$ cat config.mk
export PLATFORM = sky130hd
export DESIGN_NAME = smem_axi4l_master_bridge
export DESIGN_NICKNAME = d
export VERILOG_FILES = /design/src/rtl/smem_axi4l_master_bridge.sv
export SDC_FILE = /design/constraint.sdc
export NUM_CORES = 1
export LEC_CHECK = 0
export ABC_AREA = 1
export CAP_MARGIN = 20
export CORE_ASPECT_RATIO = 0.9
export CORE_MARGIN = 10
export CORE_UTILIZATION = 36
export CTS_CLUSTER_SIZE = 14
export DETAILED_ROUTE_END_ITERATION = 12
export PLACE_DENSITY = 0.76
export REMOVE_ABC_BUFFERS = 1
export SLEW_MARGIN = 20
export SYNTH_ARGS = -nofsm -noshare
export SYNTH_HDL_FRONTEND = slang
export SYNTH_SLANG_ARGS = --single-unit
export TNS_END_PERCENT = 50
$ cat constraint.sdc
create_clock -name clk_i -period 1.3 [get_ports clk_i]
set_input_delay 0.195 -clock clk_i [delete_from_list [all_inputs] [get_ports clk_i]]
set_output_delay 0.195 -clock clk_i [all_outputs]
set_load 0.005 [all_outputs]
$ cat src/rtl/smem_axi4l_master_bridge.sv
// Bridges single-outstanding SimpleMemory requests onto an AXI4-Lite master port.
// Every handshake output is registered; one transaction is in flight at a time.
module smem_axi4l_master_bridge #(
  parameter logic [2:0] AXI_PROT   = 3'b000,
  parameter bit         ALIGN_ADDR = 1'b1
) (
  input  logic        clk_i,
  input  logic        rst_i,
  input  logic        valid_i,
  output logic        ready_o,
  input  logic [3:0]  wstrb_i,
  input  logic [31:0] addr_i,
  input  logic [31:0] wdata_i,
  output logic [31:0] rdata_o,
  output logic        err_o,
  output logic        awvalid_o,
  input  logic        awready_i,
  output logic [31:0] awaddr_o,
  output logic [2:0]  awprot_o,
  output logic        wvalid_o,
  input  logic        wready_i,
  output logic [31:0] wdata_o,
  output logic [3:0]  wstrb_o,
  input  logic        bvalid_i,
  output logic        bready_o,
  input  logic [1:0]  bresp_i,
  output logic        arvalid_o,
  input  logic        arready_i,
  output logic [31:0] araddr_o,
  output logic [2:0]  arprot_o,
  input  logic        rvalid_i,
  output logic        rready_o,
  input  logic [31:0] rdata_i,
  input  logic [1:0]  rresp_i
);

  typedef enum logic [2:0] {IDLE, WR_REQ, WR_RESP, RD_REQ, RD_RESP, ACK} state_t;

  state_t      state_q, state_d;
  logic        aw_done_q, aw_done_d;
  logic        w_done_q, w_done_d;
  logic        ready_d, err_d;
  logic        awvalid_d, wvalid_d, bready_d, arvalid_d, rready_d;
  logic [31:0] awaddr_d, araddr_d, wdata_d, rdata_d;
  logic [3:0]  wstrb_d;
  logic [31:0] req_addr;
  logic        aw_hs, w_hs;
  logic        unused_resp_lsb;

  // Only bit 1 of a response (SLVERR/DECERR) is reported as an error.
  assign unused_resp_lsb = &{1'b0, bresp_i[0], rresp_i[0]};

  assign req_addr = ALIGN_ADDR ? {addr_i[31:2], 2'b00} : addr_i;
  assign aw_hs    = awvalid_o & awready_i;
  assign w_hs     = wvalid_o & wready_i;
  assign awprot_o = AXI_PROT;
  assign arprot_o = AXI_PROT;

  always_comb begin
    state_d   = state_q;
    aw_done_d = aw_done_q;
    w_done_d  = w_done_q;
    ready_d   = 1'b0;
    err_d     = 1'b0;
    awvalid_d = awvalid_o;
    wvalid_d  = wvalid_o;
    bready_d  = bready_o;
    arvalid_d = arvalid_o;
    rready_d  = rready_o;
    awaddr_d  = awaddr_o;
    araddr_d  = araddr_o;
    wdata_d   = wdata_o;
    wstrb_d   = wstrb_o;
    rdata_d   = rdata_o;
    unique case (state_q)
      IDLE: begin
        if (valid_i) begin
          if (wstrb_i != 4'b0000) begin
            awaddr_d  = req_addr;
            wdata_d   = wdata_i;
            wstrb_d   = wstrb_i;
            awvalid_d = 1'b1;
            wvalid_d  = 1'b1;
            aw_done_d = 1'b0;
            w_done_d  = 1'b0;
            state_d   = WR_REQ;
          end else begin
            araddr_d  = req_addr;
            arvalid_d = 1'b1;
            state_d   = RD_REQ;
          end
        end
      end
      WR_REQ: begin
        // AW and W complete independently; B is only accepted once both are done.
        aw_done_d = aw_done_q | aw_hs;
        w_done_d  = w_done_q | w_hs;
        awvalid_d = awvalid_o & ~awready_i;
        wvalid_d  = wvalid_o & ~wready_i;
        if (aw_done_d && w_done_d) begin
          bready_d = 1'b1;
          state_d  = WR_RESP;
        end
      end
      WR_RESP: begin
        if (bvalid_i) begin
          bready_d = 1'b0;
          ready_d  = 1'b1;
          err_d    = bresp_i[1];
          state_d  = ACK;
        end
      end
      RD_REQ: begin
        if (arready_i) begin
          arvalid_d = 1'b0;
          rready_d  = 1'b1;
          state_d   = RD_RESP;
        end
      end
      RD_RESP: begin
        if (rvalid_i) begin
          rdata_d  = rdata_i;
          rready_d = 1'b0;
          ready_d  = 1'b1;
          err_d    = rresp_i[1];
          state_d  = ACK;
        end
      end
      ACK:     state_d = IDLE;
      default: state_d = IDLE;
    endcase
  end

  always_ff @(posedge clk_i) begin
    if (rst_i) begin
      state_q   <= IDLE;
      aw_done_q <= 1'b0;
      w_done_q  <= 1'b0;
      ready_o   <= 1'b0;
      err_o     <= 1'b0;
      awvalid_o <= 1'b0;
      wvalid_o  <= 1'b0;
      bready_o  <= 1'b0;
      arvalid_o <= 1'b0;
      rready_o  <= 1'b0;
      awaddr_o  <= '0;
      araddr_o  <= '0;
      wdata_o   <= '0;
      wstrb_o   <= '0;
      rdata_o   <= '0;
    end else begin
      state_q   <= state_d;
      aw_done_q <= aw_done_d;
      w_done_q  <= w_done_d;
      ready_o   <= ready_d;
      err_o     <= err_d;
      awvalid_o <= awvalid_d;
      wvalid_o  <= wvalid_d;
      bready_o  <= bready_d;
      arvalid_o <= arvalid_d;
      rready_o  <= rready_d;
      awaddr_o  <= awaddr_d;
      araddr_o  <= araddr_d;
      wdata_o   <= wdata_d;
      wstrb_o   <= wstrb_d;
      rdata_o   <= rdata_d;
    end
  end

endmodule

== Word level (Yosys, flattened, before mapping) ==
Cells that the tools add are included.
Cells by class
  eq/ne operators: 11
  mux-type cells: 31
  bitwise logic cells: 9
  reduce and logical (&&, ||, !) cells: 15
Operators by type and width (count)
  $pmux 1 s2: 9
  $mux 1: 15
  $mux 3: 5
  $pmux 3 s5: 1
  $reduce_and 3->1: 5
  $ne 2x2->1 const B: 7
  $reduce_bool 2->1: 4
  $eq 3x2->1 const B: 2
  $reduce_and 5->1: 1
  $and 1x1->1: 4
  $reduce_and 4->1: 1
  $reduce_bool 4->1: 1
  $eq 3x1->1 const B: 1
  $eq 3x3->1 const B: 1
  $logic_not 3->1: 1
  $not 1->1: 3
  $mux 2: 1
  $or 1x1->1: 2
  $reduce_and 2->1: 1
  $logic_and 1x1->1: 1
Word-level totals
  register bits after elaboration: 140
  input bits: 112
  output and inout bits: 145
  logic and storage cells: 81

== Longest topological paths before layout ==
Gate-level depths: netlist of the first run.
  depth after elaboration: 5
  gate-level depth with buffers: 9
  depth with buffers taken out: 9

== Worst setup path after synthesis of the first run ==
No wires, ideal clock.
  kind: register to register
  start point: register state_q[2]
  end point: register awaddr_o[30]
  setup time: 0.116 ns
  data arrival time: 1.154 ns
  data required time: 1.184 ns
  slack: 0.030 ns
  stages on the path, launching flop included: 8
  buffers on the path: 3
  period minus slack after synthesis: 1.270 ns
  cell sequence: dfxtp_1 > buf_4 > nor2_4 > nand4_4 > buf_6 > buf_6 > o21ai_1 > a21oi_1
Between the ends
  longest elaborated chain between the ends: 2
RTL lines
  start: declaration: RTL line 39  | state_t state_q, state_d;
  start signal: assignment: RTL line 152  | state_q <= state_d;
  $logic_not 3->1: RTL line 75  | unique case (state_q)
  $reduce_and 3->1 (no source line)
  end signal: assignment: RTL line 162  | awaddr_o <= awaddr_d;
  end: declaration: RTL line 18  | output logic [31:0] awaddr_o,
Every way passes these cells.
A chain may end at the register's enable or synchronous reset.

== Final worst setup path of the first run ==
  start point: register state_q[1]
  end point: register araddr_o[27]
Between the ends
  longest elaborated chain between the ends: 2
RTL lines
  $logic_not 3->1: RTL line 75
  $reduce_and 3->1 (no source line)
  end signal: assignment: RTL line 163  | araddr_o <= araddr_d;
  end: declaration: RTL line 29  | output logic [31:0] araddr_o,
Every way passes these cells.

==> flow_metrics.env, run 1 <==
export IMPL_outcome="finished with violations"
export IMPL_violations="negative setup slack"
export IMPL_drive_above_1_share_pct=16.6
export IMPL_grt_max_degree=70
export IMPL_clock_path_buffers=2
export IMPL_whs_path_depth=3
export IMPL_synth_top_cells_by_area="dfxtp_1 (54%), o21ai_0 (12%), nor2_1 (9.7%)"
export IMPL_r2r_end="araddr_o[27]"
export IMPL_drtIter0Drc=170
export IMPL_cpMaxStageDelayCell="dfxtp_4"
export IMPL_place_congestion=0.794
export IMPL_skew_ns=0.0118
export IMPL_antenna_cells=0
export IMPL_rr_worst_depth=7
export IMPL_instances_no_fill=1111
export IMPL_grt_overflow_total=0
export IMPL_root_buffer="clkbuf_16"
export IMPL_dp_cells=1076
export IMPL_yosysWarnings=0
export IMPL_numPortBuffers=242
export IMPL_p_leak_nw=4.08
export IMPL_fmaxAchievable_mhz=736
export IMPL_io_pins=257
export IMPL_synth_largest_area_cell="dfxtp_1"
export IMPL_irDropWorstVdd_v=0.00122
export IMPL_grt_pass1_vias=5012
export IMPL_drt_vias_per_instance=4.67
export IMPL_dp_hpwl_um=12700
export IMPL_cts_sinks=140
export IMPL_netlist_instances=654
export IMPL_dieArea_um2=19700
export IMPL_reg2reg_from="state_q[1]"
export IMPL_syn_area_um2=5200
export IMPL_async_reset_ff_share_pct=0
export IMPL_clkTransAtPathRegs_ns=0.06
export IMPL_via_count=5186
export IMPL_cts_htree_levels=4
export IMPL_cts_tree="done"
export IMPL_yosysSeqAreaShare_pct=53.9
export IMPL_final_util_pct=61.9
export IMPL_end_kind="register"
export IMPL_final_setup_viol_count=49
export IMPL_critPathBufInv=2
export IMPL_path_class="register to register"
export IMPL_holdCritStartpoint="rdata_i[5]"
export IMPL_synth_seq_cells=140
export IMPL_start_util_pct=36.9
export IMPL_synth_edf_count=0
export IMPL_synth_area_per_cell_um2=7.95
export IMPL_crit_path_cell_trace="nor2_4 -> nand3_4 -> nor2_4 -> inv_4 -> clkbuf_16 -> nor2_1 -> nor2_1"
export IMPL_wirelength_um=18100
export IMPL_hold_slack_ns=0.365
export IMPL_drt_wirelength_per_cell_um=16.3
export IMPL_drc=0
export IMPL_yosysUniqueCellTypes=26
export IMPL_synth_most_common_cell="dfxtp_1"
export IMPL_synth_commonest_cells="dfxtp_1 (140), nor2_1 (134), o21ai_0 (125), inv_1 (73), a21oi_1 (71)"
export IMPL_die_h_um=134
export IMPL_grt_antenna_before_repair=0
export IMPL_synth_top_flop_cell="dfxtp_1"
export IMPL_holdPathEnd="rdata_o[5]"
export IMPL_r2r_setup_slack_ns=-0.06
export IMPL_hp_class="input port to register"
export IMPL_worstPathRequired_ns=1.61
export IMPL_finalCriticalPeriod_ns=1.36
export IMPL_drv_cap=0
export IMPL_crit_family="simple AND/OR/NAND/NOR gates"
export IMPL_clock_latency_ns=0.42
export IMPL_startpoint_type="register"
export IMPL_grt_usage_pct=17.2
export IMPL_antenna_left=0
export IMPL_drtPass1Iterations=4
export IMPL_setup_tns_ns=-1.20
export IMPL_rsz0062_at_grt="true"
export IMPL_max_stage_delay_ns=0.37
export IMPL_grt_first_pass_wirelength_um=27100
export IMPL_rows=41
export IMPL_arrival_ns=1.67
export IMPL_power_density_nw_per_um2=1730
export IMPL_coreArea_um2=14100
export IMPL_min_period_over_period_pct=105
export IMPL_finalPower_mw=15.1
export IMPL_cts_setup_buffers=0
export IMPL_fill_cells=1218
export IMPL_synthDominantCellAreaShare_pct=53.9
export IMPL_cts_made_buffers=17
export IMPL_drv_slew=0
export IMPL_finalHoldViolations=0
export IMPL_crit_fanout=12
export IMPL_setup_slack_ns=-0.0588
export IMPL_die_w_um=147
export IMPL_syn_to_final_growth_pct=67.9
export IMPL_final_nets=1017
## worst max-delay path by stage
stage               start           end  depth (start not counted)
3_5_place_dp   wstrb_i[3]   wdata_o[19]                          7
3_3_place_gp   wstrb_i[2]    wstrb_o[3]                          7
2_1_floorplan       rst_i    wstrb_o[0]                          3
6_report       state_q[1]  araddr_o[27]                          7
5_1_grt        state_q[1]      rready_o                          6
4_1_cts        state_q[2]   wdata_o[19]                          5
## worst register-to-register path: cells and delay by family, from the launching register on
kind                   cells  cell delay, ns
and+or+nand+nor            5            0.61
buffers and inverters      2            0.27
DFF                        1            0.37
## where the power goes
part | total (mW) | switching [mW] | leakage, nW | internal, mW
clock | 5.14 | 1.85 | 0.312 | 3.29
combinational | 4.27 | 2.21 | 2.62 | 2.06
sequential | 5.71 | 0.485 | 1.15 | 5.22
total | 15.1 | 4.54 | 4.08 | 10.6
## metal layers
| layer | global-route usage, % | routed length [um] | vias to the layer above |
|---|---|---|---|
| met3 | 10.5 | 2320 | 13 |
| met4 | 4.17 | 169 | 0 |
| met1 | 20.1 | 7450 | 2359 |
| met2 | 26.0 | 8200 | 211 |
| li1 | - | - | 2603 |
| met5 | 0 | 0 | - |
## cells in the final DEF, fill, tap and decap left out, drive strengths merged, types with 22 or more instances in the layout
master | Yosys | layout
a21oi | 71 | 71
nor2 | 139 | 139
o21ai | 133 | 133
nand2 | 23 | 23
clkdlybuf4s50 | 0 | 107
clkbuf | 18 | 22
buf | 33 | 29
dlygate4sd2 | 0 | 134
dfxtp | 140 | 140
inv | 77 | 78
## layout make-up
cell class	instances	area, um2	area share [%]
inverters	78	298	3.41
multi-input cells	394	2110	24.1
clock inverters	13	171	1.96
well taps	193	241	2.76
clock buffers	19	453	5.18
flip-flops and latches	140	2810	32.2
repair buffers	274	2650	30.3
## sequential cells by signal (all words and copies together) (netlist names)
name,flops
bready_o,1
awvalid_o,1
w_done_q,1
araddr_o,30
ready_o,1
awaddr_o,30
state_q,3
rdata_o,32
wstrb_o,4
wdata_o,32
rready_o,1
err_o,1
arvalid_o,1
wvalid_o,1
aw_done_q,1
## cell families (layout without fill, tap and decap cells)
logic type,after synthesis,in the layout,synth area share [%]
other,1,10,0.0721
AND/OR/NAND/NOR,175,175,14.2
flip-flops,140,140,53.9
buffers and inverters,129,384,11.6
AO/OA/AOI/OAI,209,209,20.3
## per-stage QoR
stage          setup slack, ns  area [um2]
2_1_floorplan           -0.917        4930
5_1_grt                 -0.117        8740
3_5_place_dp            -0.412        7900
4_1_cts                -0.0223        8370
6_report               -0.0588        8740
3_3_place_gp            -0.368        7900
## what timing repair did
| action | 4_1_cts | 5_1_grt |
|---|---|---|
| gates resized for setup | 153 | 140 |
| hold buffers | 0 | 0 |
| pin swaps | 1 | 0 |
| endpoints found under the setup margin | 258 | 134 |
| gates cloned | 0 | 3 |
Note: power is estimated with default switching activity, not from simulation.
==> inputs of run 2 (changes only) <==
- MAX_ROUTING_LAYER: default -> met4
==> flow_metrics.env, run 2 (synthesized netlist as in run 1, its figures left out) <==
export IMPL_cpMaxStageDelayCell="dfxtp_4"
export IMPL_antenna_cells=0
export IMPL_reg_top3="rdata_o (32), wdata_o (32)"
export IMPL_rows=41
export IMPL_outcome="finished with violations"
export IMPL_holdPathEnd="rdata_o[6]"
export IMPL_drt_vias_per_instance=4.63
export IMPL_max_stage_delay_ns=0.38
export IMPL_r2r_setup_slack_ns=-0.02
export IMPL_finalCriticalPeriod_ns=1.32
export IMPL_grt_overflow_total=0
export IMPL_fill_cells=1256
export IMPL_final_nets=1015
export IMPL_irDropWorstVdd_v=0.00119
export IMPL_holdCritStartpoint="rdata_i[6]"
export IMPL_via_count=5137
export IMPL_busiest_layer="met2"
export IMPL_cts_htree_levels=4
export IMPL_layout_commonest_cell="dfxtp_1"
export IMPL_die_h_um=134
export IMPL_reg2reg_from="state_q[2]"
export IMPL_fmaxAchievable_mhz=756
export IMPL_whs_path_depth=3
export IMPL_io_pins=257
export IMPL_p_leak_nw=4.05
export IMPL_cts_made_buffers=17
export IMPL_crit_fanout=20
export IMPL_grt_usage_pct=17.7
export IMPL_layout_common_cells="dfxtp_1 (135), dlygate4sd2_1 (134), nor2_1 (110)"
export IMPL_finalHoldViolations=0
export IMPL_arrival_ns=1.62
export IMPL_numPortBuffers=242
export IMPL_use_met2_pct=26.1
export IMPL_crit_family="flip-flops"
export IMPL_r2r_end="wdata_o[19]"
export IMPL_drtIter0Drc=197
export IMPL_cts_tree="done"
export IMPL_dp_cells=1076
export IMPL_setup_slack_ns=-0.0221
export IMPL_end_kind="register"
export IMPL_root_buffer="clkbuf_16"
export IMPL_drv_slew=0
export IMPL_startpoint_type="register"
export IMPL_skew_ns=0.00421
export IMPL_hp_class="input port to register"
export IMPL_drv_cap=0
export IMPL_grt_first_pass_wirelength_um=27000
export IMPL_grt_pass1_vias=5029
export IMPL_cts_setup_buffers=0
export IMPL_use_met1_pct=21.1
export IMPL_instances_no_fill=1109
export IMPL_clock_latency_ns=0.41
export IMPL_antenna_left=0
export IMPL_grt_antenna_before_repair=0
export IMPL_violations="negative setup slack"
export IMPL_die_w_um=147
export IMPL_dp_hpwl_um=12700
export IMPL_use_met3_pct=8.61
export IMPL_crit_path_cell_trace="nor2_4 -> nand4_4 -> buf_4 -> o21ai_0 -> a21oi_1"
export IMPL_place_congestion=0.805
export IMPL_final_setup_viol_count=26
export IMPL_start_util_pct=36.9
export IMPL_drc=0
export IMPL_coreArea_um2=14100
export IMPL_hold_slack_ns=0.369
export IMPL_worstPathRequired_ns=1.60
export IMPL_drt_wirelength_per_cell_um=15.8
export IMPL_min_period_over_period_pct=102
export IMPL_syn_to_final_growth_pct=63.8
export IMPL_critPathBufInv=1
export IMPL_dieArea_um2=19700
export IMPL_path_class="register to register"
export IMPL_cts_sinks=140
export IMPL_rr_worst_depth=5
export IMPL_rsz0062_at_grt="true"
export IMPL_clkTransAtPathRegs_ns=0.06
export IMPL_clock_path_buffers=2
export IMPL_grt_max_degree=70
export IMPL_drive_above_1_share_pct=12.7
export IMPL_wirelength_um=17600
export IMPL_ctsHoldBuffers=0
export IMPL_power_density_nw_per_um2=1760
export IMPL_drtPass1Iterations=4
## run 2: changes by cell type in the layout (fill, tap and decap cells not counted), sizes merged
cell	delta
clkbuf	-2
## run 2: through the flow
step	utilization [%]	setup TNS [ns]	setup WS [ns]	power, mW	area (um2)
after global routing	60.4	-7.02	-0.115	15.9	8520
after global placement	56.0	-37.47	-0.368	10.2	7900
after CTS	59.4	-0.118	-0.0223	15.0	8370
after detailed placement	56.0	-39.69	-0.412	10.3	7900
after floorplan	-	-114.03	-0.917	7.37	4930
final	60.4	-0.151	-0.0221	15.0	8520
## run 2: per-layer routing
metal	vias to the layer above	wire (um)
li1	2595	-
met3	14	2040
met2	219	7790
met5	-	0
met4	0	163
met1	2309	7580
## run 2: area by class of cell
cell class	instances	area (um2)	area share (%)
inverters	78	295	3.46
clock inverters	13	171	2.01
repair buffers	272	2600	30.5
well taps	193	241	2.83
multi-input cells	394	1950	22.9
clock buffers	19	453	5.31
flip-flops and latches	140	2810	33.0
## run 2: tightest hold or removal path, stage by stage
cell and delay [ns]:
clkdlybuf4s50_1 0.39, nor2_1 0.10, nor2_1 0.05
## run 2: worst max path at each step
stage,start,end,slack (ns),cells after the start
2_1_floorplan,rst_i,wstrb_o[0],-0.92,3
3_3_place_gp,wstrb_i[2],wstrb_o[3],-0.37,7
3_5_place_dp,wstrb_i[3],wdata_o[19],-0.41,7
4_1_cts,state_q[2],wdata_o[19],-0.02,5
5_1_grt,state_q[2],wdata_o[19],-0.12,5
6_report,state_q[2],wdata_o[19],-0.02,5
## run 2: report_power, final
group / leakage, nW / switching [mW] / internal (mW)
Sequential: 1.15 / 0.482 / 5.22
Combinational: 2.59 / 2.14 / 2.02
Clock: 0.312 / 1.84 / 3.29
Total: 4.05 / 4.45 / 10.5
## run 2: what timing repair did
action	4_1_cts	5_1_grt
gates cloned	0	1
gates resized for setup	153	82
endpoints found under the setup margin	258	133
pin swaps	1	1
